File: src/rtl/seven_seg_mux_n.sv
// Multiplexed N-digit seven-segment controller.
// A free-running prescaler sets the slot length. A digit index scans the digits once
// per frame. Digit data is double-buffered and only changes at a frame boundary, so
// the display never shows half of an old value and half of a new one. Blanking,
// leading-zero suppression and PWM brightness are applied live to each slot.

// Per-digit lane: hex decode plus the conditions that keep this digit dark.
module seven_seg_mux_n_lane (
  input  logic [3:0] nib_i,
  input  logic       dp_i,
  input  logic       blank_i,
  input  logic       supp_i,
  output logic [6:0] seg_o,
  output logic       dp_o,
  output logic       show_o
);

  // Active-high segment patterns, bit0=a .. bit6=g.
  always_comb begin
    seg_o = 7'h00;
    case (nib_i)
      4'h0: seg_o = 7'h3F;
      4'h1: seg_o = 7'h06;
      4'h2: seg_o = 7'h5B;
      4'h3: seg_o = 7'h4F;
      4'h4: seg_o = 7'h66;
      4'h5: seg_o = 7'h6D;
      4'h6: seg_o = 7'h7D;
      4'h7: seg_o = 7'h07;
      4'h8: seg_o = 7'h7F;
      4'h9: seg_o = 7'h6F;
      4'hA: seg_o = 7'h77;
      4'hB: seg_o = 7'h7C;
      4'hC: seg_o = 7'h39;
      4'hD: seg_o = 7'h5E;
      4'hE: seg_o = 7'h79;
      4'hF: seg_o = 7'h71;
      default: seg_o = 7'h00;
    endcase
  end

  // A suppressed or blanked digit also takes its decimal point dark.
  assign show_o = ~blank_i & ~supp_i;
  assign dp_o   = dp_i;

endmodule

module seven_seg_mux_n #(
  parameter int NUM_DIGITS  = 4,
  parameter int REFRESH_DIV = 17,
  parameter int BRIGHT_W    = 3,
  parameter bit ACTIVE_LOW  = 1'b1
) (
  input  logic                    clk_i,
  input  logic                    reset_i,
  input  logic                    load_i,
  input  logic [4*NUM_DIGITS-1:0] data_i,
  input  logic [NUM_DIGITS-1:0]   dp_i,
  input  logic [NUM_DIGITS-1:0]   blank_mask_i,
  input  logic                    lz_suppress_i,
  input  logic [BRIGHT_W-1:0]     brightness_i,
  output logic [NUM_DIGITS-1:0]   an_o,
  output logic [6:0]              seg_o,
  output logic                    dp_o,
  output logic                    frame_done_o
);

  localparam int IDX_W = (NUM_DIGITS > 1) ? $clog2(NUM_DIGITS) : 1;
  localparam logic POL = ACTIVE_LOW;

  typedef struct packed {
    logic [NUM_DIGITS-1:0][3:0] nib;
    logic [NUM_DIGITS-1:0]      dp;
  } frame_t;

  logic [REFRESH_DIV-1:0] cnt_q;
  logic [IDX_W-1:0]       idx_q;
  frame_t                 act_q, pend_q;
  logic                   pend_vld_q;

  logic tick, last_dig, boundary, commit;

  assign tick     = &cnt_q;
  assign last_dig = (idx_q == IDX_W'(NUM_DIGITS - 1));
  assign boundary = tick & last_dig;
  assign commit   = boundary & pend_vld_q;

  // Prescaler wraps naturally; each wrap advances the scanned digit.
  always_ff @(posedge clk_i or negedge reset_i) begin
    if (!reset_i) begin
      cnt_q <= '0;
      idx_q <= '0;
    end else begin
      cnt_q <= cnt_q + REFRESH_DIV'(1);
      if (tick) idx_q <= last_dig ? '0 : idx_q + IDX_W'(1);
    end
  end

  // Double buffer. The commit reads the old pending value, so a load landing on
  // the boundary cycle is kept for the following frame.
  always_ff @(posedge clk_i or negedge reset_i) begin
    if (!reset_i) begin
      act_q      <= '0;
      pend_q     <= '0;
      pend_vld_q <= 1'b0;
    end else begin
      if (commit) act_q <= pend_q;
      if (load_i) begin
        pend_q.nib <= data_i;
        pend_q.dp  <= dp_i;
        pend_vld_q <= 1'b1;
      end else if (commit) begin
        pend_vld_q <= 1'b0;
      end
    end
  end

  // Leading-zero run from the leftmost digit down. Digit 0 is never suppressed.
  logic [NUM_DIGITS-1:0] supp;
  logic                  zrun;
  always_comb begin
    supp = '0;
    zrun = 1'b1;
    for (int i = NUM_DIGITS - 1; i >= 1; i--) begin
      zrun    = zrun & (act_q.nib[i] == 4'h0);
      supp[i] = lz_suppress_i & zrun;
    end
  end

  logic [NUM_DIGITS-1:0][6:0] lane_seg;
  logic [NUM_DIGITS-1:0]      lane_dp;
  logic [NUM_DIGITS-1:0]      lane_show;

  for (genvar g = 0; g < NUM_DIGITS; g++) begin : g_lane
    seven_seg_mux_n_lane u_lane (
      .nib_i   (act_q.nib[g]),
      .dp_i    (act_q.dp[g]),
      .blank_i (blank_mask_i[g]),
      .supp_i  (supp[g]),
      .seg_o   (lane_seg[g]),
      .dp_o    (lane_dp[g]),
      .show_o  (lane_show[g])
    );
  end

  // PWM: the top prescaler bits are compared against the brightness code, so an
  // all-ones code lights the whole slot.
  logic duty_on, lit;
  logic [NUM_DIGITS-1:0] an_d;
  logic [6:0]            seg_d;
  logic                  dp_d;

  assign duty_on = (cnt_q[REFRESH_DIV-1 -: BRIGHT_W] <= brightness_i);
  assign lit     = lane_show[idx_q] & duty_on;
  assign an_d    = lit ? (NUM_DIGITS'(1) << idx_q) : '0;
  assign seg_d   = lit ? lane_seg[idx_q] : 7'h00;
  assign dp_d    = lit & lane_dp[idx_q];

  logic [NUM_DIGITS-1:0] an_q;
  logic [6:0]            seg_q;
  logic                  dp_q, fd_q;

  // Output register. Polarity is applied here only, so an unlit slot drives every pin inactive.
  always_ff @(posedge clk_i or negedge reset_i) begin
    if (!reset_i) begin
      an_q  <= {NUM_DIGITS{POL}};
      seg_q <= {7{POL}};
      dp_q  <= POL;
      fd_q  <= 1'b0;
    end else begin
      an_q  <= an_d ^ {NUM_DIGITS{POL}};
      seg_q <= seg_d ^ {7{POL}};
      dp_q  <= dp_d ^ POL;
      fd_q  <= commit;
    end
  end

  assign an_o         = an_q;
  assign seg_o        = seg_q;
  assign dp_o         = dp_q;
  assign frame_done_o = fd_q;

endmodule

File: config.mk
export PLATFORM = sky130hd
export DESIGN_NAME = seven_seg_mux_n
export DESIGN_NICKNAME = d
export VERILOG_FILES = /design/src/rtl/seven_seg_mux_n.sv
export SDC_FILE = /design/constraint.sdc
export NUM_CORES = 1
export LEC_CHECK = 0
export ABC_CLOCK_PERIOD_IN_PS = 6300
export CAP_MARGIN = 15
export CORE_MARGIN = 5
export CORE_UTILIZATION = 30
export DETAILED_ROUTE_END_ITERATION = 8
export GPL_ROUTABILITY_DRIVEN = 0
export PLACE_DENSITY_LB_ADDON = 0.3
export SYNTH_ARGS = -nofsm -noshare
export SYNTH_HDL_FRONTEND = slang
export SYNTH_SLANG_ARGS = --single-unit
File: constraint.sdc
create_clock -name clk_i -period 6.3 [get_ports clk_i]
set_clock_uncertainty 0.2 [all_clocks]
set_input_delay 1.26 -clock clk_i [delete_from_list [all_inputs] [get_ports clk_i]]
set_output_delay 1.26 -clock clk_i [all_outputs]
set_load 0.02 [all_outputs]
# --- Yosys cells after proc, flatten, opt, wreduce, memory -nomap -nowiden ---
# Memory sizes are Yosys's and may differ from the RTL's.
# Index checks and enable logic that the tools add are counted.
op_classes:
  addsub: 2
  magnitude_cmp: 2
  n_eq_ne: 1
  n_shift: 1
  n_mux: 11
  n_bitwise: 22
  reduce_logical: 5
ops:
  columns: ["op", "n"]
  rows:
  - ["$add A17 B1 Y17 const B", 1]
  - ["$reduce_and A17 Y1", 1]
  - ["$bmux W7 S2", 1]
  - ["$mux W7", 2]
  - ["$and A1 B1 Y1", 12]
  - ["$logic_not A4 Y1", 3]
  - ["$not A1 Y1", 8]
  - ["$not A7 Y7", 1]
  - ["$bmux W1 S2", 2]
  - ["$mux W1", 4]
  - ["$mux W4", 1]
  - ["$not A4 Y4", 1]
  - ["$shl A1 B2 Y4 const A", 1]
  - ["$le A3 B3 Y1", 1]
  - ["$lt A2 B3 Y1 const B", 1]
  - ["$add A2 B1 Y2 const B", 1]
  - ["$eq A2 B2 Y1 const B", 1]
  - ["$mux W2", 1]
  - ["$reduce_bool A2 Y1", 1]
word_totals:
  ff_bits: 73
  romBits: 448
  inputBits: 31
  output_inout_bits: 13
  elab_cells: 65
  mem_count: 4
mem_list:
  columns: ["memory", "words", "width", "read_ports", "rd_ports_with_merged_regs", "write_ports", "line", "source"]
  rows:
  - ["(no name shown)", 16, 7, 1, 0, 0, "21", "case (nib_i)"]
  - ["(no name shown)", 16, 7, 1, 0, 0, "21", null]
  - ["(no name shown)", 16, 7, 1, 0, 0, "21", null]
  - ["(no name shown)", 16, 7, 1, 0, 0, "21", null]

# --- Logic depth before layout (Yosys ltp) ---
depth:
  word_depth: 11
  mapped_depth: 8
  depth_no_buf: 7

# --- Hierarchy ---
# A second synthesis with hierarchy kept.
hier_totals:
  hier_cells: 357
  area_unflattened_um2: 4276.6
by_module_without_submodules:
  columns: ["mod", "instances", "cells_per_inst", "area_each_um2", "seq_area_each_um2"]
  rows:
  - ["seven_seg_mux_n", 1, 217, 3080.5, 1841.8]
  - ["seven_seg_mux_n_lane", 4, 35, 299.0, 0.0]

# --- Least setup slack after synthesis ---
# OpenSTA, ideal clock, no wires.
synth_path:
  kind: "input to register"
  start: "in brightness_i[1]"
  end: "reg seg_q[0] (netlist: seg_o[0])"
  setup_ns: 0.089
  t_arrival_ns: 2.247
  required_time_ns: 6.011
  setup_slack_ns: 3.763
  cell_stages: 8
  n_path_buf: 1
  cell_sequence: "inv_1 > ha_1 > nor2b_1 > o21ai_0 > a32oi_1 > a21oi_2 > buf_6 > o211ai_2"
synth_via:
  elab_chain_cells: 4
synth_rtl:
  columns: ["item", "line", "source"]
  rows:
  - ["start, declared", "61", "input logic [BRIGHT_W-1:0] brightness_i,"]
  - ["$le A3 B3 Y1", "153", "assign duty_on = (cnt_q[REFRESH_DIV-1 -: BRIGHT_W] <= brightness_i);"]
  - ["$and A1 B1 Y1", "154", "assign lit = lane_show[idx_q] & duty_on;"]
  - ["$mux W7", "156", "assign seg_d = lit ? lane_seg[idx_q] : 7'h00;"]
  - ["$not A7 Y7 (no source line)", null, null]
  - ["end signal, assigned", "167", "seg_q <= {7{POL}};"]
  - ["end signal, assigned", "172", "seg_q <= seg_d ^ {7{POL}};"]
  - ["end, declared", "160", "logic [6:0] seg_q;"]
# No other way between the ends.
# A chain may end at the register's enable or synchronous reset.

# --- Worst setup path after layout ---
layout_path:
  start: "reg cnt_q[0]"
  end: "reg act_q[15] (netlist name)"
layout_via:
  elab_chain_cells: 3
layout_rtl:
  columns: ["item", "line", "source"]
  rows:
  - ["start, declared", "76", "logic [REFRESH_DIV-1:0] cnt_q;"]
  - ["start signal, assigned", "94", "cnt_q <= cnt_q + REFRESH_DIV'(1);"]
  - ["$reduce_and A17 Y1", "83", "assign tick = &cnt_q;"]
  - ["$and A1 B1 Y1", "85", "assign boundary = tick & last_dig;"]
  - ["$and A1 B1 Y1", "86", "assign commit = boundary & pend_vld_q;"]
  - ["end signal, assigned", "107", "if (commit) act_q <= pend_q;"]
  - ["end, declared", "78", "frame_t act_q, pend_q;"]
# No other way between the ends.

==> impl_metrics.toml <==
[status]
status = "finished clean"

[power_and_ir_drop]
clkPwrFrac = 0.460
peakVddDrop_mv = 0.1273
internal_power_mw = 0.8084
p_leak_nw = 2.015
powerDensity_nw_per_um2 = 209.7
seq_power_share = 0.480
p_comb_frac = 0.060
p_sw_mw = 0.2209
p_sw_frac = 0.2146

[worst_setup_path]
cp_cell_sequence = "ha_1 -> inv_1 -> nor2_1 -> and3_1 -> ha_1 -> nand3_1 -> mux2_2"
path_delay_family = "simple AND/OR/NAND/NOR gates"
cp-end-kind = "flop"
cp_slowest_cell = "nand3_1"
crit_fanout = 21
ff2ff_setup_slack_ps = 3080
start_kind = "flop"
r2r_end = "act_q[15]$_DFFE_PN0P_"
r2r_cells = 7
r2r_start = "cnt_q[0]$_DFF_PN0_"
cpPeakStageDelay_ps = 780
setup.worst_path.class = "flop to flop"
cpMostUsedCell = "ha_1"
arrival_ps = 3220
worst_ep_required_time_ps = 6310
critPathBufInv = 1

[logic_synthesis]
syn_avg_cell_area_um2 = 11.80
synth-seq-area-share = 0.4513
ys_types = 52
yosysTopAreaCell = "dfrtp_1"
synth_edf_count = 0
synth_ff_type = "dfrtp_1"
synth_top_area_share = 0.3740
ys_warn_count = 0
synth_nets = 410
syn_inst = 346
synth-seq-cells = 73
async_flop_share = 1.000
synth_area_um2 = 4081
yosys-top-cells-area = "dfrtp_1 37%, mux2_2 12%, ha_1 10%"

[placement]
dp_hpwl_um = 5796
place_ws_ps = 2753
placed_cells = 548
port_buffers = 43

[finish]
stdcell_count = 564
fin_nets = 447
antenna_cells = 0
final_cell_mix = "61 x dfrtp_1, 42 x mux2_2, 42 x clkdlybuf4s50_1"
final_common_cell = "dfrtp_1"
syn_to_final_growth_pct = 20.26
fillers = 1295
layout-drive-gt1-share = 0.2216

[floorplan]
die_y_um = 126.6
row_count = 42
fp.dieArea_um2 = 16040
ios = 44
start_util = 0.3070
coreArea_um2 = 13300
chipWidth_um = 126.6

[global_route]
grt_first_pass_wirelength_um = 13830
grt.total_usage = 0.1078
grt_pass1_vias = 2818
overflow = 0
grt_max_degree = 74
antenna_found_initial = 0

[timing]
setup_viol = 0
min_period_ps = 3215
rsz0062_at_grt = "false"
max_freq_ghz = 0.3110
fin_ws_ps = 3085
finalHoldViolations = 0
maxSlewHeadroom = 0.2741
drv_slew = 0
setup_tns_ps = 0
fin_crit_sh = 0.5104
tightestPinTransition_ps = 1086
worst_hold_slack_ps = 269.8

[routing]
ant_nets = 0
drc = 0
viasPerCell = 4.757
firstDrtPassIters = 7
wl_um = 8125
drt_iter0_drc = 91
vias = 2683
wl_per_cell_um = 14.41

[clocking]
cts_resized = 0
clkSinkCount = 73
clkTransAtPathRegs_ps = 60
insertion_delay_ps = 330
cts_max_path_buffers = 2
cts_setup_buffers = 0
tritoncts = "yes"
cts-root-buf = "clkbuf_16"
htreeDepth = 3
numCtsBuffers = 9
holdBufCountCts = 0

[flow_run]
cap_violations = 0

[min_path]
min_to = "cnt_q[4]$_DFF_PN0_"
whs_path_depth = 1
min-delay-start = "cnt_q[4]$_DFF_PN0_"
hold_path.class = "flop to flop"
cell type report:
class	count	area [um2]	share of cell area
Clock buffer	11	252.7	0.05149
Clock inverter	5	30.03	0.006118
Inverter	23	86.33	0.01759
Multi-Input combinational cell	232	2044	0.4165
Sequential cell	73	1842	0.3752
Tap cell	176	220.2	0.04486
Timing Repair Buffer	44	432.9	0.08820
stage by stage:
step	utilization	cell area (um2)	power, mW
floorplan	-	4081	0.5263
global placement	0.3479	4626	0.5645
detailed placement	0.3479	4626	0.5663
CTS	0.3692	4908	1.047
global route	0.3692	4908	1.074
finish	0.3692	4908	1.029
power groups by stage:
stage          sequential [mW]  combinational, mW  clock [mW]
2_1_floorplan            0.504             0.0220           0
3_3_place_gp             0.502             0.0625           0
3_5_place_dp             0.502             0.0639           0
4_1_cts                  0.494             0.0640       0.489
5_1_grt                  0.496             0.0687       0.509
6_report                 0.494             0.0621       0.473
logic make-up after synthesis:
family / synth area share
AND/OR/NAND/NOR: 0.1033
flip-flops: 0.4513
multiplexers: 0.1711
AO/OA/AOI/OAI: 0.09534
buffers and inverters: 0.04782
adder cells (fa/ha/maj): 0.1012
XOR/XNOR: 0.03004
layer usage:
metal / GRT usage / part of all wire
met4: 0.04858 / 0.016
met2: 0.1719 / 0.47
met3: 0.03026 / 0.045
met1: 0.1361 / 0.47
met5: 0 / 0
worst max-delay path by stage:
| stage | start | slack, ps | endpoint | cells past startpoint |
|---|---|---|---|---|
| after global routing | cnt_q[0]$_DFF_PN0_ | 2790 | act_q[14]$_DFFE_PN0P_ | 7 |
| after floorplan | brightness_i[1] | 3760 | seg_o[0]$_DFF_PN1_ | 8 |
| after global placement | brightness_i[1] | 2890 | seg_o[5]$_DFF_PN1_ | 8 |
| after CTS | cnt_q[0]$_DFF_PN0_ | 3010 | act_q[14]$_DFFE_PN0P_ | 7 |
| final | cnt_q[0]$_DFF_PN0_ | 3080 | act_q[15]$_DFFE_PN0P_ | 7 |
| after detailed placement | brightness_i[1] | 2750 | seg_o[6]$_DFF_PN1_ | 8 |
registers in the layout, summed over array words and instances, names as in the netlist:
name,cells
frame_done_o,1
act_q,20
cnt_q,17
seg_o,7
idx_q,2
an_o,4
dp_o,1
pend_vld_q,1
pend_q,20
cell usage after synthesis (all sizes together), types with 4 or more instances:
| cell | n |
|---|---|
| mux2 | 42 |
| ha | 33 |
| and3 | 4 |
| nor3 | 5 |
| nor2 | 9 |
| buf | 14 |
| a221oi | 4 |
| inv | 22 |
| mux4 | 6 |
| a21oi | 5 |
| o21ai | 11 |
| dfrtp | 61 |
| xnor2 | 12 |
| o311ai | 5 |
| o211ai | 8 |
| clkbuf | 4 |
| nor2b | 8 |
| mux2i | 9 |
| a32oi | 5 |
| nand2 | 23 |
| nand3 | 10 |
| dfstp | 12 |
Note: power is estimated with default switching activity, not from simulation.
